<file path="src/rtl/ctrl_pkg.sv">
// ctrl_pkg
// Shared definitions for the multi-cycle control sequencer:
//   - state_t       : sequencer state enum (FETCH/DECODE/EXEC/MEM/WB/TRAP)
//   - ctrl_word_t   : control word latched in DECODE and replayed in later states
//   - CLS_* / SUB_* : opcode class field (top 3 bits) and sub field (low 3 bits)
//   - JUMP_*        : PC source select encodings
//   - ALU_OP_*      : ALU operation class encodings
package ctrl_pkg;

  typedef enum logic [2:0] {
    ST_FETCH  = 3'd0,
    ST_DECODE = 3'd1,
    ST_EXEC   = 3'd2,
    ST_MEM    = 3'd3,
    ST_WB     = 3'd4,
    ST_TRAP   = 3'd5
  } state_t;

  // PC source select
  localparam logic [1:0] JUMP_SEQ = 2'b00;
  localparam logic [1:0] JUMP_IMM = 2'b01;
  localparam logic [1:0] JUMP_REG = 2'b11;

  // ALU operation class
  localparam logic [1:0] ALU_OP_REG = 2'b00;
  localparam logic [1:0] ALU_OP_IMM = 2'b01;
  localparam logic [1:0] ALU_OP_ALT = 2'b10;
  localparam logic [1:0] ALU_OP_CMP = 2'b11;

  // Class field values
  localparam logic [2:0] CLS_REG   = 3'b000;
  localparam logic [2:0] CLS_MEM   = 3'b001;
  localparam logic [2:0] CLS_IMM_A = 3'b010;
  localparam logic [2:0] CLS_IMM_B = 3'b011;
  localparam logic [2:0] CLS_ALT   = 3'b100;
  localparam logic [2:0] CLS_ALU1  = 3'b101;
  localparam logic [2:0] CLS_JR    = 3'b110;
  localparam logic [2:0] CLS_J     = 3'b111;

  // Sub field values
  localparam logic [2:0] SUB_LOAD   = 3'b000;
  localparam logic [2:0] SUB_STORE  = 3'b001;
  localparam logic [2:0] SUB_NOP    = 3'b010;
  localparam logic [2:0] SUB_BRANCH = 3'b101;

  typedef struct packed {
    logic       reg_write;
    logic       alu_src;
    logic       branch;
    logic       mem_write;
    logic       mem_to_reg;
    logic       is_load;
    logic       is_store;
    logic       illegal;
    logic [1:0] jump;
    logic [1:0] alu_op;
  } ctrl_word_t;

  localparam ctrl_word_t CTRL_NONE = '0;

endpackage

</file>
<file path="src/rtl/ctrl_decode.sv">
// ctrl_decode
// Purely combinational opcode -> control word decoder.
// Ports:
//   op  in  OP_W         opcode; class = op[OP_W-1:OP_W-3], sub = op[2:0]
//   cw  out ctrl_word_t  decoded control word (no-op pattern is all zero)
module ctrl_decode
  import ctrl_pkg::*;
#(
  parameter int OP_W = 6
) (
  input  logic [OP_W-1:0] op,
  output ctrl_word_t      cw
);

  logic [2:0] cls;
  logic [2:0] sub;

  assign cls = op[OP_W-1 -: 3];
  assign sub = op[2:0];

  // Class selects the instruction family; the memory class and the two
  // immediate classes further split on the sub field.
  always_comb begin
    cw = CTRL_NONE;
    case (cls)
      CLS_REG: begin
        cw.reg_write = 1'b1;
        cw.alu_op    = ALU_OP_REG;
      end
      CLS_MEM: begin
        case (sub)
          SUB_LOAD: begin
            cw.is_load    = 1'b1;
            cw.alu_src    = 1'b1;
            cw.mem_to_reg = 1'b1;
            cw.reg_write  = 1'b1;
          end
          SUB_STORE: begin
            cw.is_store  = 1'b1;
            cw.alu_src   = 1'b1;
            cw.mem_write = 1'b1;
          end
          SUB_NOP: ;
          default: cw.illegal = 1'b1;
        endcase
      end
      CLS_IMM_A, CLS_IMM_B: begin
        if (sub == SUB_BRANCH) begin
          cw.branch = 1'b1;
          cw.alu_op = ALU_OP_CMP;
        end else begin
          cw.alu_src   = 1'b1;
          cw.alu_op    = ALU_OP_IMM;
          cw.reg_write = 1'b1;
        end
      end
      CLS_ALT: begin
        cw.alu_op    = ALU_OP_ALT;
        cw.reg_write = 1'b1;
      end
      CLS_ALU1: begin
        cw.alu_op    = ALU_OP_IMM;
        cw.reg_write = 1'b1;
      end
      CLS_JR:  cw.jump = JUMP_REG;
      default: cw.jump = JUMP_IMM;
    endcase
  end

endmodule

</file>
<file path="src/rtl/multicycle_ctrl.sv">
// multicycle_ctrl
// Multi-cycle control sequencer: FETCH -> DECODE -> EXEC -> [MEM] -> [WB].
// The opcode is decoded and latched in DECODE; every strobe afterwards comes
// from the state and that latched word, so later changes on op are ignored.
// Build option: MULTICYCLE_CTRL_TRAP_EN
//   defined   : illegal opcode parks the sequencer in TRAP until reset
//   undefined : illegal opcode runs as a no-op with a one-cycle illegal flag
// Ports:
//   clk, rst_n              clock, asynchronous active-low reset
//   op                      opcode (sampled in DECODE only)
//   imem_ready, dmem_ready  instruction / data memory handshakes
//   pc_en, ir_load, imem_req, dmem_req, mem_write, mem_to_reg, reg_write,
//   alu_src, branch, jump, alu_op   datapath control strobes
//   retire, retired_cnt     completion pulse and wrapping retire counter
//   illegal                 illegal-opcode flag
module multicycle_ctrl
  import ctrl_pkg::*;
#(
  parameter int OP_W  = 6,
  parameter int CNT_W = 16
) (
  input  logic             clk,
  input  logic             rst_n,
  input  logic [OP_W-1:0]  op,
  input  logic             imem_ready,
  input  logic             dmem_ready,
  output logic             pc_en,
  output logic             ir_load,
  output logic             imem_req,
  output logic             dmem_req,
  output logic             mem_write,
  output logic             mem_to_reg,
  output logic             reg_write,
  output logic             alu_src,
  output logic             branch,
  output logic [1:0]       jump,
  output logic [1:0]       alu_op,
  output logic             retire,
  output logic [CNT_W-1:0] retired_cnt,
  output logic             illegal
);

  state_t     state;
  state_t     state_next;
  ctrl_word_t cw_dec;
  ctrl_word_t cw_q;
  logic       is_mem;

  ctrl_decode #(.OP_W(OP_W)) u_decode (
    .op (op),
    .cw (cw_dec)
  );

  assign is_mem = cw_q.is_load | cw_q.is_store;

  // State register.
  always_ff @(posedge clk or negedge rst_n) begin
    if (!rst_n) state <= ST_FETCH;
    else        state <= state_next;
  end

  // Control word is captured only in DECODE, which is what isolates the
  // rest of the instruction from op.
  always_ff @(posedge clk or negedge rst_n) begin
    if (!rst_n)                   cw_q <= CTRL_NONE;
    else if (state == ST_DECODE)  cw_q <= cw_dec;
  end

  // Retired-instruction counter, wraps naturally at 2^CNT_W.
  always_ff @(posedge clk or negedge rst_n) begin
    if (!rst_n)      retired_cnt <= '0;
    else if (retire) retired_cnt <= retired_cnt + CNT_W'(1);
  end

  // Next-state logic. Instructions with neither a memory access nor a
  // register write (branch, jump, no-op, untrapped illegal) finish in EXEC.
  always_comb begin
    state_next = state;
    case (state)
      ST_FETCH: if (imem_ready) state_next = ST_DECODE;
      ST_DECODE: begin
`ifdef MULTICYCLE_CTRL_TRAP_EN
        if (cw_dec.illegal) state_next = ST_TRAP;
        else                state_next = ST_EXEC;
`else
        state_next = ST_EXEC;
`endif
      end
      ST_EXEC: begin
        if (is_mem)              state_next = ST_MEM;
        else if (cw_q.reg_write) state_next = ST_WB;
        else                     state_next = ST_FETCH;
      end
      ST_MEM: begin
        if (dmem_ready) state_next = cw_q.is_load ? ST_WB : ST_FETCH;
      end
      ST_WB: state_next = ST_FETCH;
      ST_TRAP: begin
`ifdef MULTICYCLE_CTRL_TRAP_EN
        state_next = ST_TRAP;
`else
        state_next = ST_FETCH;
`endif
      end
      default: state_next = ST_FETCH;
    endcase
  end

  // Output decode from state and latched word. The handshake inputs only
  // qualify the strobes that end a wait (ir_load, store completion).
  // Everything is forced low while reset is held.
  always_comb begin
    pc_en      = 1'b0;
    ir_load    = 1'b0;
    imem_req   = 1'b0;
    dmem_req   = 1'b0;
    mem_write  = 1'b0;
    mem_to_reg = 1'b0;
    reg_write  = 1'b0;
    alu_src    = 1'b0;
    branch     = 1'b0;
    jump       = JUMP_SEQ;
    alu_op     = ALU_OP_REG;
    retire     = 1'b0;
    illegal    = 1'b0;
    case (state)
      ST_FETCH: begin
        imem_req = 1'b1;
        ir_load  = imem_ready;
      end
      ST_EXEC: begin
        alu_src = cw_q.alu_src;
        alu_op  = cw_q.alu_op;
        illegal = cw_q.illegal;
        if (!is_mem && !cw_q.reg_write) begin
          branch = cw_q.branch;
          jump   = cw_q.jump;
          pc_en  = 1'b1;
          retire = 1'b1;
        end
      end
      ST_MEM: begin
        dmem_req  = 1'b1;
        mem_write = cw_q.mem_write;
        if (dmem_ready && cw_q.is_store) begin
          pc_en  = 1'b1;
          retire = 1'b1;
        end
      end
      ST_WB: begin
        reg_write  = cw_q.reg_write;
        mem_to_reg = cw_q.mem_to_reg;
        pc_en      = 1'b1;
        retire     = 1'b1;
      end
      ST_TRAP: illegal = 1'b1;
      default: ;
    endcase
    if (!rst_n) begin
      pc_en      = 1'b0;
      ir_load    = 1'b0;
      imem_req   = 1'b0;
      dmem_req   = 1'b0;
      mem_write  = 1'b0;
      mem_to_reg = 1'b0;
      reg_write  = 1'b0;
      alu_src    = 1'b0;
      branch     = 1'b0;
      jump       = JUMP_SEQ;
      alu_op     = ALU_OP_REG;
      retire     = 1'b0;
      illegal    = 1'b0;
    end
  end

endmodule

</file>
<file path="config.mk">
export PLATFORM = sky130hd
export DESIGN_NAME = multicycle_ctrl
export DESIGN_NICKNAME = d
export VERILOG_FILES = /design/src/rtl/ctrl_pkg.sv /design/src/rtl/ctrl_decode.sv /design/src/rtl/multicycle_ctrl.sv
export SDC_FILE = /design/constraint.sdc
export NUM_CORES = 1
export LEC_CHECK = 0
export CORE_MARGIN = 4
export CORE_UTILIZATION = 30
export CTS_CLUSTER_DIAMETER = 150
export CTS_CLUSTER_SIZE = 30
export DETAILED_ROUTE_END_ITERATION = 8
export HOLD_SLACK_MARGIN = 0.05
export PLACE_DENSITY_LB_ADDON = 0.3
export REMOVE_ABC_BUFFERS = 1
export SLEW_MARGIN = 15
export SYNTH_ARGS = -nofsm -noshare
export SYNTH_HDL_FRONTEND = slang
export SYNTH_SLANG_ARGS = --single-unit
</file>
<file path="constraint.sdc">
create_clock -name clk -period 4 [get_ports clk]
set_clock_uncertainty 0.05 [all_clocks]
set_input_delay 0.8 -clock clk [delete_from_list [all_inputs] [get_ports clk]]
set_output_delay 0.8 -clock clk [all_outputs]
set_load 0.02 [all_outputs]
</file>
; ---- Yosys cells after proc, flatten, opt, wreduce, memory -nomap -nowiden
; Index checks and enable logic that the tools add are counted.
[word_totals]
inputBits = 10
register_bits = 31
elab_cells = 91
[op_classes]
n_eq_ne = 16
reduce_logical = 13
muxes = 48
n_bitwise = 1
n_addsub = 1
[op_table]
columns = cell, count
row1 = $mux 1, 27
row2 = $eq 3x3->1 const B, 6
row3 = $add 16x1->16 const B, 1
row4 = $mux 2, 8
row5 = $eq 3x2->1 const B, 5
row6 = $mux 3, 5
row7 = $pmux 3 s4, 1
row8 = $eq 3x1->1 const B, 3
row9 = $logic_not 3->1, 3
row10 = $pmux 1 s3, 2
row11 = $pmux 2 s3, 1
row12 = $reduce_or 3->1, 2
row13 = $reduce_or 6->1, 1
row14 = $mux 5, 1
row15 = $ne 2x2->1 const B, 2
row16 = $pmux 1 s2, 2
row17 = $pmux 2 s2, 1
row18 = $reduce_or 2->1, 2
row19 = $logic_and 1x1->1, 2
row20 = $logic_not 1->1, 2
row21 = $reduce_and 2->1, 1
row22 = $or 1x1->1, 1

; ---- Depth between registers and ports, before layout
; Gate-level depths: netlist (run 1).
[logic_depth]
word_depth = 6
mapped_depth = 6

; ---- Hierarchy
; Synthesis (run 1) repeated with hierarchy kept, for this count alone.
[unflattened]
cells_unflattened = 172
area_unflattened_um2 = 1825.5
[by_module_without_submodules]
columns = mod, area_per_inst_um2, cells_per_inst, n_inst, seq_area_each_um2
row1 = multicycle_ctrl, 1680.4, 149, 1, 775.7
row2 = ctrl_decode, 145.1, 23, 1, 0.0

; ---- Worst setup path after synthesis (run 1)
; No wires, ideal clock.
[synth_path]
path_kind = input -> output
startpoint = input dmem_ready
endpoint = output retire
required_ns = 3.150
t_arrival_ns = 1.735
slack_ns = 1.415
cell_stages = 4
cell_sequence = and3_1 > a22oi_4 > nand2_1 > buf_4
[synth_between]
elab_chain_cells = 4
[synth_rtl]
columns = element, line_no
row1 = "start, declared", multicycle_ctrl.sv:26  ; input logic dmem_ready,
row2 = $logic_and 1x1->1, multicycle_ctrl.sv:145  ; if (dmem_ready && cw_q.is_store) begin
row3 = $mux 1, -
row4 = $pmux 1 s3, -
row5 = $mux 1, -
row6 = "end, declared", multicycle_ctrl.sv:38  ; output logic retire,
; No other way between the ends.

; ---- Final worst setup path (run 1)
[layout_path]
startpoint = input rst_n
endpoint = output retire
[layout_between]
elab_chain_cells = 1
[layout_rtl]
columns = element, line_no
row1 = "start, declared", multicycle_ctrl.sv:23  ; input logic rst_n,
row2 = $mux 1, multicycle_ctrl.sv:159  ; if (!rst_n) begin
; No other way between the ends.

==> results of run 1 <==
final timing paths:
| path | from | to | slack [ps] |
|---|---|---|---|
| max reg2reg | state[0]$_DFFE_PN0P_ | cw_q[7]$_DFFE_PN0P_ | 2010 |
| min | retired_cnt[15]$_DFFE_PN0P_ | retired_cnt[15]$_DFFE_PN0P_ | 420 |
| max in group asynchronous | rst_n | retired_cnt[9]$_DFFE_PN0P_ | 2650 |
| min reg2reg | retired_cnt[15]$_DFFE_PN0P_ | retired_cnt[15]$_DFFE_PN0P_ | 420 |
| max | rst_n | retire | 410 |
| min in group asynchronous | rst_n | cw_q[4]$_DFFE_PN0P_ | 1050 |
per-layer routing:
layer	vias to the layer above	share of wire [%]	track usage [%]	routed length, um
met3	4	4.1	3.02	159
met1	658	49	18.1	1900
met4	0	1.4	3.92	53
met2	22	46	19.2	1760
li1	683	-	-	-
met5	-	0	0	0
flip-flops by register name (all words and copies together) (netlist names):
| register | flops |
|---|---|
| state | 3 |
| cw_q | 10 |
| retired_cnt | 16 |
cells by family (layout without fill, tap and decap cells):
group           after synthesis  in the layout
simple gates                 69             69
fa+ha+maj                     1              1
buf+inv                      12             57
xor+xnor                     15             15
mux                           2              2
compound gates               38             38
flops                        29             29
power by group:
part	switching, uW	leakage [uW]	internal [uW]
combinational	189	0.000575	154
sequential	77.2	0.000386	356
clock	111	0.0000542	155
synth_stat cells (4+ instances only):
| cell type | number | area share, % |
|---|---|---|
| dfrtp_1 | 29 | 43 |
| nand2_1 | 22 | 4.9 |
| xor2_1 | 14 | 7.3 |
| a21oi_1 | 9 | 2.7 |
| and3_1 | 9 | 3.4 |
| nor2_1 | 9 | 2.0 |
| o21ai_0 | 7 | 2.1 |
| inv_1 | 6 | 1.3 |
| nand3_1 | 6 | 1.8 |
| a211oi_1 | 5 | 2.2 |
| and2_1 | 4 | 1.5 |
final cells by class:
| cell class | count | area [sq um] | share of cell area [%] |
|---|---|---|---|
| flip-flops and latches | 29 | 726 | 32.2 |
| inverters | 6 | 22.5 | 0.999 |
| well taps | 70 | 87.6 | 3.88 |
| clock inverters | 1 | 5.00 | 0.222 |
| repair buffers | 43 | 423 | 18.8 |
| clock buffers | 7 | 96.3 | 4.27 |
| multi-input cells | 125 | 895 | 39.7 |
stage by stage:
step                instances  power, uW  util (%)  cell area [sq um]
global route              281       1120      42.8               2250
detailed placement        273        786      40.9               2150
global placement          273        781      40.9               2150
CTS                       281       1060      42.8               2250
finish                    281       1040      42.8               2250
floorplan                 160        638         -               1640
worst reg2reg max path: stages (launching register included):
cell,delay [ps]
dfrtp_1,600
nand2_1,420
or4_1,580
o41ai_1,240
==> flow_metrics.env, run 1 <==
export IMPL_slowest_stage="clkdlybuf4s50_1"
export IMPL_slew_headroom_pct=67.8
export IMPL_grt_usage_pct=12.8
export IMPL_async_flop_share_pct=100
export IMPL_path_depth=5
export IMPL_syn_area_sq_um=1680
export IMPL_port_buffers=40
export IMPL_synthXorXnorAreaFrac_pct=7.83
export IMPL_seq_area_frac_synth_pct=43.3
export IMPL_overflow=0
export IMPL_vias=1367
export IMPL_period_minus_slack_ps=3590
export IMPL_initial_core_util_pct=31.8
export IMPL_routed_wl_um=3880
export IMPL_hold_viol=0
export IMPL_crit_chain="clkdlybuf4s50_1 > and3_1 > a22oi_4 > nand2_1 > clkdlybuf4s50_1"
export IMPL_io_pins=41
export IMPL_cp_slowest_stage_delay_ps=580
export IMPL_start_kind="primary input"
export IMPL_cts_max_level=2
export IMPL_hold_ws_ps=416
export IMPL_crit_required_ps=3150
export IMPL_synth_ff_type="dfrtp_1"
export IMPL_dpl_hpwl_um=2950
export IMPL_synth_edff_count=0
export IMPL_period_share_pct=89.7
export IMPL_avgSynthCellArea_sq_um=10.1
export IMPL_areaGrowthSynthToFinish_pct=34.4
export IMPL_antenna_found_initial=0
export IMPL_post_cts_buffers=0
export IMPL_drcViolationCount=0
export IMPL_grt_pass1_wl_um=6670
export IMPL_path_clk_slew_ps=70
export IMPL_hold_class="reg -> reg"
export IMPL_report_final_slew_viol_count=0
export IMPL_ctsResizeCount=0
export IMPL_die_x_um=82.8
export IMPL_drt_iter0_markers=107
export IMPL_drive_above_1_share_pct=10.9
export IMPL_root_buffer="clkbuf_8"
export IMPL_vdd_drop_max_uv=338
export IMPL_via_per_inst=4.86
export IMPL_powerDensity_nw_per_um2=462
export IMPL_max_clock_freq_mhz=279
export IMPL_final_nets=221
export IMPL_clock_path_buffers=2
export IMPL_max_cap_violations=0
export IMPL_drt_first_pass_iters=4
export IMPL_synth_top_family_by_area="simple AND/OR/NAND/NOR gates"
export IMPL_die_y_um=82.8
export IMPL_antenna_cells=0
export IMPL_cpLargestDelayFamily="buffers and inverters"
export IMPL_layout_commonest_cell="clkdlybuf4s50_1"
export IMPL_die_area_sq_um=6850
export IMPL_rows=26
export IMPL_yosysUniqueCellTypes=42
export IMPL_mostFrequentLayoutCells="clkdlybuf4s50_1, dfrtp_1, nand2_1"
export IMPL_design_core_area_sq_um=5270
export IMPL_p_leak_uw=0.00102
export IMPL_setup_slack_ps=411
export IMPL_cp_common_cell="clkdlybuf4s50_1"
export IMPL_end_kind="output port"
export IMPL_insertion_delay_ps=280
export IMPL_finalSetupTns_ps=0
export IMPL_synthMuxAreaShare_pct=1.34
export IMPL_clkSinkCount=29
export IMPL_cts_hold_buf=0
export IMPL_drtAntennaViolNets=0
export IMPL_finalSetupViolations=0
export IMPL_final_fill_count=547
export IMPL_worst_setup_path_type="in -> out"
export IMPL_synthAdderAreaFrac_pct=0.746
export IMPL_numCtsBuffers=5
export IMPL_yosys_warnings=0
export IMPL_postSynthCellCount=166
export IMPL_worst_r2r_path_depth=3
export IMPL_crit_fanout=7
export IMPL_synth_compound_area_share_pct=20.5
export IMPL_arrival_ps=2740
export IMPL_dp_slack_ps=384
export IMPL_gp_congestion=0.758
export IMPL_cts_tree="yes"
export IMPL_yosys_area_share_simple_pct=22.9
export IMPL_worstMarginPinSlew_ps=483
export IMPL_hold_depth=1
export IMPL_ys_seq_elements=29
export IMPL_routedWlPerCell_um=13.8
export IMPL_critPathBufInv=2
export IMPL_rsz0062_at_grt="false"
export IMPL_grt_pass1_vias=1335
export IMPL_run_status="finished, final reports clean"
export IMPL_grt_max_degree=18
(Power assumes the default switching activity.)
==> run 2: changes to the inputs <==
- CTS_CLUSTER_SIZE: 30 -> not set
==> results of run 2 <==
The final DEF is identical to that of run 1; final timing and power are the same.
==> run 3: changes to the inputs <==
- clock period: 4 -> 3.3 ns (I/O delays scaled with it)
==> run 3 against run 2 <==
  * Sequential share of layout area decreased by 0.49 points
  * Via count increased by 1.2%
  * Die area unchanged
  * Power increased by 23%
  * Core utilization increased by 0.66 points
  * Critical path type unchanged
  * Largest power group unchanged
  * Highest routed layer unchanged
==> flow_metrics.env, run 3 (synthesis results as in run 1) <==
export IMPL_hold_depth=1
export IMPL_routedWlPerCell_um=13.8
export IMPL_reg_largest_list="retired_cnt (16), cw_q (10), state (3)"
export IMPL_numCtsBuffers=5
export IMPL_finalSetupViolations=0
export IMPL_dpl_hpwl_um=2890
export IMPL_cp_common_cell="clkdlybuf4s50_1"
export IMPL_arrival_ps=2460
export IMPL_worstHoldStart="retired_cnt[15]$_DFFE_PN0P_"
export IMPL_initial_core_util_pct=31.8
export IMPL_routed_wl_um=3910
export IMPL_die_x_um=82.8
export IMPL_hold_ws_ps=414
export IMPL_cp_slowest_stage_delay_ps=580
export IMPL_drive_above_1_share_pct=12.1
export IMPL_io_pins=41
export IMPL_design_core_area_sq_um=5270
export IMPL_die_y_um=82.8
export IMPL_vias=1383
export IMPL_post_cts_buffers=0
export IMPL_overflow=0
export IMPL_largest_register="retired_cnt"
export IMPL_crit_fanout=7
export IMPL_grt_max_degree=18
export IMPL_max_cap_violations=0
export IMPL_report_final_slew_viol_count=0
export IMPL_max_clock_freq_mhz=315
export IMPL_root_buffer="clkbuf_8"
export IMPL_die_area_sq_um=6850
export IMPL_vdd_drop_max_uv=408
export IMPL_p_leak_uw=0.00103
export IMPL_r2r_start="state[0]$_DFFE_PN0P_"
export IMPL_gp_congestion=0.767
export IMPL_path_clk_slew_ps=60
export IMPL_areaGrowthSynthToFinish_pct=36.5
export IMPL_worstMarginPinSlew_ps=500
export IMPL_rsz0062_at_grt="false"
export IMPL_utilization_pct=43.4
export IMPL_start_kind="primary input"
export IMPL_period_minus_slack_ps=3170
export IMPL_cpLargestDelayFamily="buffers and inverters"
export IMPL_clkSinkCount=29
export IMPL_antenna_found_initial=0
export IMPL_grt_pass1_vias=1328
export IMPL_crit_chain="clkdlybuf4s50_1 > and3_1 > a22oi_4 > nand2_1 > clkdlybuf4s50_1"
export IMPL_cts_tree="yes"
export IMPL_cts_max_level=2
export IMPL_hold_path_end="retired_cnt[15]$_DFFE_PN0P_"
export IMPL_finalSetupTns_ps=0
export IMPL_worst_setup_path_type="in -> out"
export IMPL_largest_register_ffs=16
export IMPL_grt_usage_pct=12.6
export IMPL_critPathBufInv=2
export IMPL_powerDensity_nw_per_um2=558
export IMPL_period_share_pct=96.1
export IMPL_drcViolationCount=0
export IMPL_rows=26
export IMPL_mostFrequentLayoutCells="clkdlybuf4s50_1, dfrtp_1, nand2_1"
export IMPL_layout_commonest_cell="clkdlybuf4s50_1"
export IMPL_drt_first_pass_iters=4
export IMPL_drt_iter0_markers=87
export IMPL_slowest_stage="clkdlybuf4s50_1"
export IMPL_clock_path_buffers=2
export IMPL_port_buffers=40
export IMPL_run_status="finished, final reports clean"
export IMPL_insertion_delay_ps=290
export IMPL_slew_headroom_pct=66.6
export IMPL_worst_r2r_setup_slack_ps=1260
export IMPL_hold_class="reg -> reg"
export IMPL_worst_r2r_path_depth=3
export IMPL_cts_hold_buf=0
export IMPL_grt_pass1_wl_um=6650
export IMPL_hold_viol=0
export IMPL_r2r_end="cw_q[7]$_DFFE_PN0P_"
export IMPL_ctsResizeCount=0
export IMPL_crit_required_ps=2590
export IMPL_via_per_inst=4.87
export IMPL_final_nets=224
export IMPL_end_kind="output port"
export IMPL_antenna_cells=0
export IMPL_drtAntennaViolNets=0
run 3: power by group:
| part | internal [uW] | switching, uW |
|---|---|---|
| clock | 188 | 140 |
| combinational | 192 | 230 |
| sequential | 431 | 97.2 |
| total | 811 | 467 |
run 3: worst max-delay path by stage:
stage	from	to	slack, ps	cells past startpoint
floorplan	dmem_ready	pc_en	1140	3
global placement	rst_n	pc_en	150	5
detailed placement	rst_n	pc_en	120	5
CTS	rst_n	pc_en	120	5
global route	rst_n	alu_src	30	5
finish	rst_n	pc_en	130	5
run 3: stage by stage:
stage | worst slack [ps] | instance area, sq um | instances | total power [uW]
global route | 34.8 | 2290 | 284 | 1370
finish | 128 | 2290 | 284 | 1280
global placement | 145 | 2190 | 276 | 955
CTS | 122 | 2290 | 284 | 1290
detailed placement | 123 | 2190 | 276 | 961
floorplan | 1140 | 1640 | 160 | 773
run 3: final cells by class:
type                       instances  area (sq um)
tap                               70          87.6
inverter                           6          22.5
timing repair buffer              46           458
fill                             528          2980
clock inverter                     1          5.00
sequential                        29           726
multi-input combinational        125           895
clock buffer                       7          96.3
run 3: worst register-to-register path, stage by stage, from the launching register on:
cell     delay, ps
dfrtp_1        610
nand2_1        430
or4_1          580
o41ai_1        270
run 3: metal layers:
metal	part of all wire, %	wire, um	global-route usage [%]	up-vias
met3	5.3	208	3.67	8
met2	42	1660	17.4	35
met5	0	0	0	-
met1	50	1960	18.6	645
li1	-	-	-	695
met4	2.0	77	4.41	0
